<file path="src/rtl/fetch_pkg.sv">
// Shared types and constants for the instruction fetch stage.
package fetch_pkg;

  localparam logic [31:0] NOP_INST = 32'h0000_0013;
  localparam logic [31:0] PC_INC   = 32'd4;

  typedef enum logic {
    RUN,
    TRAP
  } state_t;

  typedef struct packed {
    logic [31:0] pc;
    logic [31:0] inst;
  } fetch_entry_t;

endpackage

</file>
<file path="src/rtl/ifetch_if.sv">
// Fetch stage bus: instruction memory port, redirect input and decode handshake.
interface ifetch_if;

  logic [31:0] op_inst_addr;
  logic        ip_inst_valid;
  logic [31:0] ip_inst_from_imem;
  logic        ip_redirect;
  logic [31:0] ip_redirect_pc;
  logic        op_inst_valid;
  logic [31:0] op_inst;
  logic [31:0] op_inst_pc;
  logic        ip_dec_ready;
  logic        op_fetch_misalign;

  modport master (
    output op_inst_addr, op_inst_valid, op_inst, op_inst_pc, op_fetch_misalign,
    input  ip_inst_valid, ip_inst_from_imem, ip_redirect, ip_redirect_pc, ip_dec_ready
  );

  modport slave (
    input  op_inst_addr, op_inst_valid, op_inst, op_inst_pc, op_fetch_misalign,
    output ip_inst_valid, ip_inst_from_imem, ip_redirect, ip_redirect_pc, ip_dec_ready
  );

endinterface

</file>
<file path="src/rtl/fetch_buf.sv">
// Synchronous FIFO of {pc, inst} entries between fetch and decode.
// Empty head reads as a NOP at PC 0.
module fetch_buf
  import fetch_pkg::*;
#(
  parameter  int unsigned DEPTH = 2,
  localparam int unsigned AW    = $clog2(DEPTH)
) (
  input  logic         clk,
  input  logic         rst_n,
  input  logic         push,
  input  logic         pop,
  input  logic         flush,
  input  fetch_entry_t din,
  output logic [AW:0]  count,
  output logic         head_valid,
  output fetch_entry_t head
);

  localparam logic [AW:0]   CNT_ONE = (AW+1)'(1);
  localparam logic [AW-1:0] PTR_ONE = AW'(1);

  fetch_entry_t  mem [DEPTH];
  logic [AW-1:0] wr_ptr;
  logic [AW-1:0] rd_ptr;
  logic          do_pop;

  assign head_valid = (count != '0);
  assign do_pop     = pop & head_valid;

  always_ff @(posedge clk or negedge rst_n) begin
    if (!rst_n) begin
      wr_ptr <= '0;
      rd_ptr <= '0;
      count  <= '0;
    end else if (flush) begin
      wr_ptr <= '0;
      rd_ptr <= '0;
      count  <= '0;
    end else begin
      if (push)   wr_ptr <= wr_ptr + PTR_ONE;
      if (do_pop) rd_ptr <= rd_ptr + PTR_ONE;
      unique case ({push, do_pop})
        2'b10:   count <= count + CNT_ONE;
        2'b01:   count <= count - CNT_ONE;
        default: count <= count;
      endcase
    end
  end

  always_ff @(posedge clk) begin
    if (push && !flush) mem[wr_ptr] <= din;
  end

  always_comb begin
    head = '{pc: '0, inst: NOP_INST};
    if (head_valid) head = mem[rd_ptr];
  end

endmodule

</file>
<file path="src/rtl/ifetch.sv">
// Instruction fetch stage: PC register, imem addressing and output FIFO to decode.
// Optional misaligned-redirect trap enabled by defining IFETCH_MISALIGN_TRAP_EN.
module ifetch
  import fetch_pkg::*;
#(
  parameter logic [31:0] RESET_PC  = 32'h0000_0000,
  parameter int unsigned BUF_DEPTH = 2
) (
  input logic      ip_clk,
  input logic      ip_rst_n,
  ifetch_if.master bus
);

  localparam int unsigned AW      = $clog2(BUF_DEPTH);
  localparam logic [AW:0] DEPTH_C = (AW+1)'(BUF_DEPTH);

  state_t       state, state_nxt;
  logic [31:0]  pc, pc_nxt;
  logic [31:0]  redirect_tgt;
  logic         fire;
  logic         pop;
  logic [AW:0]  buf_count;
  logic         head_valid;
  fetch_entry_t head;

`ifdef IFETCH_MISALIGN_TRAP_EN
  assign redirect_tgt      = bus.ip_redirect_pc;
  assign bus.op_fetch_misalign = (state == TRAP);
`else
  assign redirect_tgt      = bus.ip_redirect_pc & ~32'h3;
  assign bus.op_fetch_misalign = 1'b0;
`endif

  assign pop = head_valid & bus.ip_dec_ready;

  always_ff @(posedge ip_clk or negedge ip_rst_n) begin
    if (!ip_rst_n) begin
      state <= RUN;
      pc    <= RESET_PC;
    end else begin
      state <= state_nxt;
      pc    <= pc_nxt;
    end
  end

  // Redirect wins over fetch; a same-cycle pop still completes inside the buffer.
  always_comb begin
    state_nxt = state;
    pc_nxt    = pc;
    fire      = 1'b0;
    if (bus.ip_redirect) begin
      pc_nxt = redirect_tgt;
`ifdef IFETCH_MISALIGN_TRAP_EN
      state_nxt = (redirect_tgt[1:0] != 2'b00) ? TRAP : RUN;
`endif
    end else if (state == RUN && bus.ip_inst_valid && (buf_count < DEPTH_C || pop)) begin
      fire   = 1'b1;
      pc_nxt = pc + PC_INC;
    end
  end

  fetch_buf #(.DEPTH(BUF_DEPTH)) u_buf (
    .clk        (ip_clk),
    .rst_n      (ip_rst_n),
    .push       (fire),
    .pop        (pop),
    .flush      (bus.ip_redirect),
    .din        ('{pc: pc, inst: bus.ip_inst_from_imem}),
    .count      (buf_count),
    .head_valid (head_valid),
    .head       (head)
  );

  assign bus.op_inst_addr  = pc;
  assign bus.op_inst_valid = head_valid;
  assign bus.op_inst       = head.inst;
  assign bus.op_inst_pc    = head.pc;

endmodule

</file>
<file path="src/flat_wrapper.sv">
// flat-port wrapper written by rule: the top's interface ports become plain ports
module ifetch_flat import fetch_pkg::*;
#(
  parameter logic [31:0] RESET_PC  = 32'h0000_0000,
  parameter int unsigned BUF_DEPTH = 2
)
  (ip_clk, ip_rst_n, bus_op_inst_addr, bus_op_inst_valid, bus_op_inst, bus_op_inst_pc, bus_op_fetch_misalign, bus_ip_inst_valid, bus_ip_inst_from_imem, bus_ip_redirect, bus_ip_redirect_pc, bus_ip_dec_ready);
  ifetch_if bus_i ();
  input logic ip_clk;
  input logic ip_rst_n;
  output wire logic [$bits(bus_i.op_inst_addr)-1:0] bus_op_inst_addr;
  output wire logic [$bits(bus_i.op_inst_valid)-1:0] bus_op_inst_valid;
  output wire logic [$bits(bus_i.op_inst)-1:0] bus_op_inst;
  output wire logic [$bits(bus_i.op_inst_pc)-1:0] bus_op_inst_pc;
  output wire logic [$bits(bus_i.op_fetch_misalign)-1:0] bus_op_fetch_misalign;
  input wire logic [$bits(bus_i.ip_inst_valid)-1:0] bus_ip_inst_valid;
  input wire logic [$bits(bus_i.ip_inst_from_imem)-1:0] bus_ip_inst_from_imem;
  input wire logic [$bits(bus_i.ip_redirect)-1:0] bus_ip_redirect;
  input wire logic [$bits(bus_i.ip_redirect_pc)-1:0] bus_ip_redirect_pc;
  input wire logic [$bits(bus_i.ip_dec_ready)-1:0] bus_ip_dec_ready;
  assign bus_op_inst_addr = bus_i.op_inst_addr;
  assign bus_op_inst_valid = bus_i.op_inst_valid;
  assign bus_op_inst = bus_i.op_inst;
  assign bus_op_inst_pc = bus_i.op_inst_pc;
  assign bus_op_fetch_misalign = bus_i.op_fetch_misalign;
  assign bus_i.ip_inst_valid = bus_ip_inst_valid;
  assign bus_i.ip_inst_from_imem = bus_ip_inst_from_imem;
  assign bus_i.ip_redirect = bus_ip_redirect;
  assign bus_i.ip_redirect_pc = bus_ip_redirect_pc;
  assign bus_i.ip_dec_ready = bus_ip_dec_ready;
  ifetch #(.RESET_PC(RESET_PC), .BUF_DEPTH(BUF_DEPTH)) u_core (.ip_clk(ip_clk), .ip_rst_n(ip_rst_n), .bus(bus_i));
endmodule
</file>
<file path="config.mk">
export PLATFORM = sky130hd
export DESIGN_NAME = ifetch_flat
export DESIGN_NICKNAME = d
export VERILOG_FILES = /design/src/rtl/fetch_pkg.sv /design/src/rtl/ifetch_if.sv /design/src/rtl/fetch_buf.sv /design/src/rtl/ifetch.sv /design/src/flat_wrapper.sv
export SDC_FILE = /design/constraint.sdc
export NUM_CORES = 1
export LEC_CHECK = 0
export ABC_AREA = 1
export CORE_ASPECT_RATIO = 0.75
export CORE_UTILIZATION = 57
export CTS_CLUSTER_DIAMETER = 80
export DETAILED_ROUTE_END_ITERATION = 16
export DONT_BUFFER_PORTS = 1
export PLACE_DENSITY_LB_ADDON = 0.05
export SLEW_MARGIN = 20
export SYNTH_ARGS = -nofsm -noshare
export SYNTH_HDL_FRONTEND = slang
export SYNTH_HIERARCHICAL = 1
export SYNTH_SLANG_ARGS = --single-unit
export TNS_END_PERCENT = 30
</file>
<file path="constraint.sdc">
create_clock -name ip_clk -period 4.55 [get_ports ip_clk]
set_input_delay 0.455 -clock ip_clk [delete_from_list [all_inputs] [get_ports ip_clk]]
set_output_delay 0.455 -clock ip_clk [all_outputs]
set_load 0.05 [all_outputs]
</file>
# Yosys cells after proc, flatten, opt, wreduce, memory -nomap -nowiden

Memories as Yosys holds them, arrays and structs flattened.
Index checks and enable logic that the tools add are counted.

$add $sub $neg: 5
Multipliers: 0
Divide/modulo/power cells: 0
Magnitude comparators: 1
Equal/unequal tests: 2
Shifts and indexed selects: 0
Multiplexer cells: 13
Bitwise logic cells: 2
Reductions and logical operators: 9

Operators with widths:

| operator                                                              | number |
|---|---|
| 32-bit two-way mux                                                    | 2 |
| 64-bit two-way mux                                                    | 1 |
| 32-bit by 3-bit adder with 32-bit output, second input constant       | 1 |
| 1-bit two-way mux                                                     | 8 |
| 2-bit nonzero test                                                    | 4 |
| 2-bit case mux with 2 select lines                                    | 1 |
| 3-bit nonzero test                                                    | 1 |
| 1-bit adder, second input constant                                    | 2 |
| 2-bit by 1-bit adder with 2-bit output, second input constant         | 1 |
| 1-bit bitwise AND                                                     | 2 |
| 2-bit by 1-bit equality test with 1-bit output, second input constant | 1 |
| 2-bit equality test, second input constant                            | 1 |
| 1-bit logical AND                                                     | 2 |
| 2-bit < comparator, second input constant                             | 1 |
| 2-bit two-way mux                                                     | 1 |
| 2-bit by 1-bit subtractor with 2-bit output, second input constant    | 1 |
| 1-bit zero test                                                       | 1 |
| 1-bit logical OR                                                      | 1 |

Bits in registers: 36
Latch bits: 0
Memory bits (writable): 128
ROM bits: 0
Output and inout port bits: 98
Logic and storage cells: 37
Memories kept: 1

Memories:

| memory           | depth | bits a word | read ports | clocked after Yosys merged registers in | wr ports | line            | RTL |
|---|---|---|---|---|---|---|---|
| u_core.u_buf.mem | 2     | 64          | 1          | 0                                       | 1        | fetch_buf.sv:23 | `fetch_entry_t mem [DEPTH];` |

# Depth between registers and ports, before layout

Gate-level depths: netlist of run 1.

Depth in word-level cells: 9
Gate-level depth with buffers: 15
Gate-level depth less buffers: 14

# Hierarchy

The synthesis of run 1 kept the hierarchy.

By module, submodules not included:

| module    | times used | cells each | area each (µm²) |
|---|---|---|---|
| fetch_buf | 1          | 375        | 5041.1 |
| ifetch    | 1          | 360        | 2298.5 |

# Worst setup path after synthesis of run 1

OpenSTA, ideal clock, no wires.

Path type: reg-to-reg
Start: register u_core.u_buf.count[1]
End: memory u_core/u_buf/mem[0][0] (netlist name), enable pin
Arrival: 4129 ps
Required time: 4064 ps
Setup slack: -65 ps
Cell stages (with the launch flop): 12
Path buffers: 1
Cell sequence: dfrtp_1 inv_2 nand2_4 nand2_1 nand2_1 nand2_1 inv_2 nand2_1 inv_2 buf_2 nand2_1 nor2_1

Word-level cells in the longest chain between the ends: 9
Elaborated cells between the ends (all ways): 10
Those cells by class: order compare (1); mux (4); bitwise (1); reduce/logical (4)

RTL lines:

| element                                 | line               | RTL |
|---|---|---|
| from (decl)                             | fetch_buf.sv:15    | `output logic [AW:0] count,` |
| from (signal assigned)                  | fetch_buf.sv:44    | `2'b10: count <= count + CNT_ONE;` |
| from (signal assigned)                  | fetch_buf.sv:45    | `2'b01: count <= count - CNT_ONE;` |
| from (signal assigned)                  | fetch_buf.sv:46    | `default: count <= count;` |
| 2-bit nonzero test                      | fetch_buf.sv:28    | `assign head_valid = (count != '0);` |
| via bus_op_inst_valid                   | flat_wrapper.sv:12 | `output wire logic [$bits(bus_i.op_inst_valid)-1:0] bus_op_inst_valid;` |
| 1-bit bitwise AND                       | ifetch.sv:34       | `assign pop = head_valid & bus.ip_dec_ready;` |
| 1-bit logical OR                        | ifetch.sv:56       | `end else if (state == RUN && bus.ip_inst_valid && (buf_count < DEPTH_C \|\| pop)) begin` |
| 1-bit logical AND                       | ifetch.sv:56       |  |
| 1-bit two-way mux                       | ifetch.sv:56       |  |
| 1-bit two-way mux                       | ifetch.sv:51       | `if (bus.ip_redirect) begin` |
| via u_core.fire                         | ifetch.sv:20       | `logic fire;` |
| 1-bit logical AND                       | fetch_buf.sv:52    | `if (push && !flush) mem[wr_ptr] <= din;` |
| 1-bit two-way mux                       | fetch_buf.sv:52    |  |
| 1-bit two-way mux (not written as such) | fetch_buf.sv:52    |  |
| to (decl)                               | fetch_buf.sv:23    |  |

The timed path passes the listed nets, and every way through them passes these cells.

# Worst setup path in the final report of run 1

Start: register u_core.u_buf.count[1]
End: memory u_core/u_buf/mem[1][22] (netlist name), enable pin

Word-level cells in the longest chain between the ends: 9
Elaborated cells between the ends (all ways): 10
Those cells by class: order compare (1); mux (4); bitwise (1); reduce/logical (4)

RTL lines:

| element                                 | line |
|---|---|
| 2-bit nonzero test                      | fetch_buf.sv:28 |
| via bus_op_inst_valid                   | flat_wrapper.sv:12 |
| 1-bit bitwise AND                       | ifetch.sv:34 |
| 1-bit logical OR                        | ifetch.sv:56 |
| 1-bit logical AND                       | ifetch.sv:56 |
| 1-bit two-way mux                       | ifetch.sv:56 |
| 1-bit two-way mux                       | ifetch.sv:51 |
| 1-bit logical AND                       | fetch_buf.sv:52 |
| 1-bit two-way mux                       | fetch_buf.sv:52 |
| 1-bit two-way mux (not written as such) | fetch_buf.sv:52 |

The timed path passes the listed nets, and every way through them passes these cells.

==> results.md, run 1 <==
* Outcome: finished clean
* Power density cells at 458 mW/mm2
* RD Place Congestion at 0.893
* Max cap viols at 0
* Setup_tns at 0 ns
* Vias at 4965
* CTS Buffer Depth at 2
* CTS tree: built
* Via/cell ratio at 5.42
* Gr usage total at 24.3%
* Critical path required time at 4.64 ns
* Final Hold Viols at 0
* Core ar. at 0.0124 mm2
* Synth Flop Type: edfxtp_1
* Max-slew violations at 0
* Final setup viols at 0
* FP Rows at 35
* N_diodes at 0
* Pin count of the biggest net entering global routing at 67
* Total Routed Length at 15.9 mm
* Tot Pwr at 0.00370 W
* Startpoint types: flop
* CTS Buf Count at 17
* Synth Register Bits at 162
* Fmax at 295 MHz
* Port buffer count at 0
* Commonest non-fill, non-tap cells in the layout: 290 x nand2_1, 128 x edfxtp_1, 66 x a21oi_1
* Vias in the first global route at 4630
* Rel. slew slack at 23.0%
* Clk slew on worst S/H paths at 0.07 ns
* Final Cycle Share at 74.5%
* Overflow after GRT at 0
* Static Leak at 3.21 nW
* Layout fillers at 994
* Cells after Synth at 735
* VDD IR max at 0.291 mV
* Initial antenna violation count at 0
* # resized after CTS at 0
* Multi-input logic area at 0.00229 mm2
* Routed wire per std cell at 17.3 um
* Flip-flop and latch area at 0.00470 mm2
* Post-synth EDFFs at 128
* Post-route setup slack at 1.16 ns
* Remaining DRCs at 0
* Worst Tran Pin Value at 1.16 ns
* Post-Syn Area at 0.00734 mm2
* Most common cell after layout, fill and taps aside: nand2_1
* Antenna viol nets, final at 0
* Setup WS pre-CTS at 1.19 ns
* Die width at 133 um
* Die height at 100 um
* R2r setup slk at 1.16 ns
* Clock Skew at 0.00985 ns
* Initial DRC count at 290
* Pre-antenna DRT Iters at 5
* Root Buffer: clkbuf_16
* Share of synthesized flip-flops with an asynchronous set or reset at 21.0%
* Area Growth Syn to Fin at 10.2%
* Max FO, Critical Path at 27
* Worst endpoint data arrival time at 3.48 ns
* H-Tree Depth at 4
* Layout net count at 807
* YS warnings at 6
* Worst min-delay path class: in -> reg
* Worst Setup End Kind: flop
* Post-DP HPWL at 10.2 mm
* Sequential-to-total area share from yosys stat at 64.0%
* First-pass GRT wire length at 24.6 mm
* Layout cells sized above 1 at 9.47%
* RSZ-0062 raised after global routing: no
* Die footprint at 0.0133 mm2
* IO Count at 167
* Yosys cell types at 36
* # clock sinks at 162
* Kind of critical path: reg -> reg
* Fin Hold WS at 0.136 ns
* Syn_area_per_cell at 9.99 um2
* Clk_lat worst skew at 0.41 ns
* Min cycle time layout at 3.39 ns
* Initial Util at 59.0%
[metal layers]
metal  vias up  track usage, %  wire length (um)
met5         -               0                 0
met4         0            7.69               134
met3        10            6.21              1110
met2       159            39.3              7650
met1      2369            32.6              6970
li1       2427               -                 -
[per-stage QoR]
step	cell area (um2)	cells	util (%)
2_1_floorplan	7360	741	-
3_3_place_gp	7450	882	59.9
3_5_place_dp	7450	882	59.9
4_1_cts	8080	916	65.0
5_1_grt	8090	916	65.0
6_report	8090	916	65.0
[final timing paths]
kind | cells after the start | start | endpoint
max | 11 | u_core/u_buf/count[1] | u_core/u_buf/mem[1][22]
min reg2reg | 1 | u_core/u_buf/wr_ptr | u_core/u_buf/wr_ptr
max reg2reg | 11 | u_core/u_buf/count[1] | u_core/u_buf/mem[1][22]
max in group asynchronous | 2 | ip_rst_n | u_core/u_buf/rd_ptr
min | 0 | bus_ip_inst_from_imem[7] | u_core/u_buf/mem[0][7]
min in group asynchronous | 2 | ip_rst_n | u_core/bus.op_inst_addr[30]
[flip-flops by register name, summed over array words and instances (netlist names)]
| signal | cells |
|---|---|
| u_core/u_buf/rd_ptr | 1 |
| u_core/bus.op_inst_addr | 30 |
| u_core/u_buf/wr_ptr | 1 |
| u_core/u_buf/count | 2 |
| u_core/u_buf/mem | 128 |
[power breakdown]
group          leakage [nW]  switching [W]  internal, W  total [W]
clock network         0.292       0.000609     0.000829    0.00144
registers              1.58       0.000188      0.00167    0.00186
logic                  1.34       0.000331    0.0000728   0.000404
[worst max-delay path, cell delays in order, from the launching register on]
cell and delay [ns]:
dfrtp_1 0.45, inv_2 0.07, nand2_4 0.22, nand2_1 0.11, nand2_1 0.07, nand2_1 0.12, inv_2 0.11, nand2_1 0.16
inv_2 0.43, nand2_1 0.25, nor2_4 0.68, buf_4 0.38
[timing repair]
action	4_1_cts	5_1_grt
hold endpoints to repair	34	0
buffers inserted	0	0
hold buffers	2	0
[cell type report]
cell class              instances  share of cell area, %
well taps                     166                   2.57
flip-flops and latches        162                   58.1
inverters                      54                   2.55
multi-input cells             495                   28.3
clock inverters                14                   2.07
clock buffers                  18                   5.31
repair buffers                  7                   1.15
[cell families after synthesis]
logic type / after synthesis / synth area share, %
adder cells (fa/ha/maj): 1 / 0.170
flip-flops: 162 / 64.0
other: 1 / 0.0511
buffers and inverters: 84 / 5.46
XOR/XNOR: 8 / 0.955
AO/OA/AOI/OAI: 93 / 6.72
AND/OR/NAND/NOR: 386 / 22.7
[cell usage after synthesis (all sizes together) (2+ instances only)]
master / number / area [um2]
o21ai: 16 / 80.1
nand3: 36 / 193
clkbuf: 4 / 15.0
a31oi: 2 / 12.5
buf: 26 / 180
a21oi: 68 / 344
nand2: 298 / 1160
edfxtp: 128 / 3840
nor2: 45 / 265
o211ai: 4 / 30.0
clkinv: 2 / 7.51
dfrtp: 34 / 851
inv: 52 / 198
xor2: 7 / 61.3
o21bai: 3 / 26.3
and2: 2 / 12.5
nand4: 3 / 18.8
Note: power is estimated with default switching activity, not from simulation.
==> run 2: changes to the inputs <==
clock period = 2.8 ns   (was 4.55 ns; I/O delays follow)
==> run 2 against run 1 <==
Compared with the run above: worst hold slack worse by 0.12 ns; design area grew 11%; first-iteration DRC count rose by 29%; wire length up 7.4%; clock power up 57%; core utilization is 7.4 points higher; clock skew fell by 0.0019 ns; register-to-register slack got worse by 0.63 ns; count of clock-buffer cells in the layout up 3; largest power group unchanged; via count rose by 12%; die area did not move; critical path depth decreased by 6.
==> results.md, run 2 (synthesis gave the netlist of run 1 again) <==
* Biggest register: u_core/u_buf/mem
* Clk_lat worst skew at 0.43 ns (+0.02 ns)
* Worst min-delay path class: in -> reg
* CTS Buffer Depth at 2 (unchanged)
* Die width at 133 um (unchanged)
* Root Buffer: clkbuf_16
* Max-slew violations at 0 (unchanged)
* Fmax at 435 MHz
* Outcome: finished clean
* Final Cycle Share at 82.1%
* Gr usage total at 26.8% (+2.4 points)
* Final design utilization at 72.4% (+7.4 points)
* Vias in the first global route at 5328 (+15%)
* Commonest non-fill, non-tap cells in the layout: 289 x nand2_1, 128 x edfxtp_1, 81 x buf_4
* Flip-flop and latch area at 0.00470 mm2 (unchanged)
* Post-CTS Setup Repair Bufs at 0 (unchanged)
* Routed wire per std cell at 16.6 um (-4.4%)
* Clock power frac at 36.9% (-2.0 points)
* Fin Hold WS at 0.0110 ns (-0.125 ns)
* Worst endpoint data arrival time at 2.02 ns (-1.46 ns)
* Part of the power in registers at 47.3% (-2.9 points)
* Power density cells at 681 mW/mm2 (+49%)
* Area Growth Syn to Fin at 22.8%
* Most common cell after layout, fill and taps aside: nand2_1
* Min cycle time layout at 2.30 ns
* RSZ-0062 raised after global routing: no
* Multi-input logic area at 0.00229 mm2 (+0.33%)
* Startpoint types: flop
* CP cell instances: inv_2, nand2_8, inv_4, a21oi_1, buf_4
* Switching share of power at 29.8% (-0.64 points)
* Setup WS pre-CTS at 0.587 ns (-0.598 ns)
* Worst Tran Pin Value at 0.713 ns (-0.446 ns)
* Layout fillers at 914 (-8.0%)
* Initial antenna violation count at 0 (unchanged)
* Max cap viols at 0 (unchanged)
* Post-route setup slack at 0.502 ns (-0.656 ns)
* Setup_tns at 0 ns (unchanged)
* Initial DRC count at 374 (+29%)
* CTS tree: built
* Rel. slew slack at 52.4% (+29 points)
* Final Hold Viols at 0 (unchanged)
* Overflow after GRT at 0 (unchanged)
* Combinational share of power at 15.7% (+4.8 points)
* RD Place Congestion at 0.889 (-0.46%)
* Largest register FFs at 128 (unchanged)
* Static Leak at 3.75 nW (+17%)
* Initial Util at 59.0% (unchanged)
* Max FO, Critical Path at 62 (+130%)
* Final Instance Area at 0.00901 mm2 (+11%)
* VDD IR max at 0.557 mV (+91%)
* # clock sinks at 162 (unchanged)
* Total Routed Length at 17.0 mm (+7.4%)
* Clock Skew at 0.00795 ns (-0.00190 ns)
* Net Switching at 0.00183 W (+62%)
* Post-DP HPWL at 10.8 mm (+6.3%)
* Die height at 100 um (unchanged)
* Antenna viol nets, final at 0 (unchanged)
* Pin count of the biggest net entering global routing at 65 (-3.0%)
* # resized after CTS at 0 (unchanged)
* Layout cells sized above 1 at 16.9% (+7.5 points)
* FP Rows at 35 (unchanged)
* Kind of critical path: reg -> out
* Final setup viols at 0 (unchanged)
* Internal at 0.00430 W (+67%)
* Max incr delay on CP at 0.52 ns (-0.16 ns)
* Port buffer count at 0 (unchanged)
* Clk slew on worst S/H paths at 0.06 ns (about the same)
* Worst Setup End Kind: output port
* Via/cell ratio at 5.38 (-0.69%)
* Slowest cell on the critical path: inv_4
* Critical path required time at 2.52 ns (-2.12 ns)
* Core ar. at 0.0124 mm2 (unchanged)
* Post-detailed-placement cell area at 0.00807 mm2 (+8.3%)
* IO Count at 167 (unchanged)
* First-pass GRT wire length at 27.0 mm (+9.8%)
* Die footprint at 0.0133 mm2 (unchanged)
* CTS Buf Count at 17 (unchanged)
* H-Tree Depth at 4 (unchanged)
* Layout net count at 920 (+14%)
* Pre-antenna DRT Iters at 5 (unchanged)
* Vias at 5539 (+12%)
* Remaining DRCs at 0 (unchanged)
* N_diodes at 0 (unchanged)
==> run 2: final cells by class <==
class	instances	area share [%]
clock buffers	21	4.89
clock inverters	11	1.43
inverters	54	2.28
multi-input cells	495	25.5
flip-flops and latches	162	52.1
well taps	166	2.31
repair buffers	120	11.5
==> run 2: per-stage QoR <==
step / power [W] / cells
finish: 0.00613 / 1029
floorplan: 0.00362 / 741
CTS: 0.00616 / 1029
detailed placement: 0.00386 / 961
global route: 0.00632 / 1029
global placement: 0.00383 / 961
==> run 2: worst paths after layout <==
kind	from	slack, ns	to	depth (start not counted)
setup / recovery	u_core/u_buf/count[0]	0.50	bus_op_inst[16]	5
hold / removal	bus_ip_redirect	0.01	u_core/bus.op_inst_addr[3]	2
setup reg to reg	u_core/u_buf/count[1]	0.53	u_core/u_buf/count[1]	15
hold reg to reg	u_core/bus.op_inst_addr[3]	0.60	u_core/bus.op_inst_addr[3]	2
max in group asynchronous	ip_rst_n	2.27	u_core/u_buf/rd_ptr	2
min in group asynchronous	ip_rst_n	0.32	u_core/bus.op_inst_addr[9]	2
==> run 2: power groups by stage <==
stage	clock network (W)	logic, W	registers [W]
2_1_floorplan	0	0.000593	0.00303
3_3_place_gp	0	0.000889	0.00295
3_5_place_dp	0	0.000904	0.00295
4_1_cts	0.00229	0.000968	0.00290
5_1_grt	0.00237	0.00103	0.00292
6_report	0.00226	0.000966	0.00290
==> run 2: timing repair <==
action,in CTS,in global routing
endpoints found under the hold margin,99,0
setup endpoints to repair,0,0
hold buffers,36,0
==> run 2: metal layers <==
| metal | part of all wire (%) | global-route usage (%) | vias up |
|---|---|---|---|
| met1 | 43 | 35.1 | 2640 |
| li1 | - | - | 2649 |
| met4 | 1.9 | 12.0 | 0 |
| met3 | 6.8 | 5.71 | 31 |
| met5 | 0 | 0 | - |
| met2 | 48 | 43.5 | 219 |
==> run 2: critical path: cells and delay by family, from the launching register on <==
| family | cells | cell delay, ns |
|---|---|---|
| and+or+nand+nor | 1 | 0.13 |
| AOI/OAI and AO/OA | 1 | 0.13 |
| DFF | 1 | 0.43 |
| buffers and inverters | 3 | 0.88 |
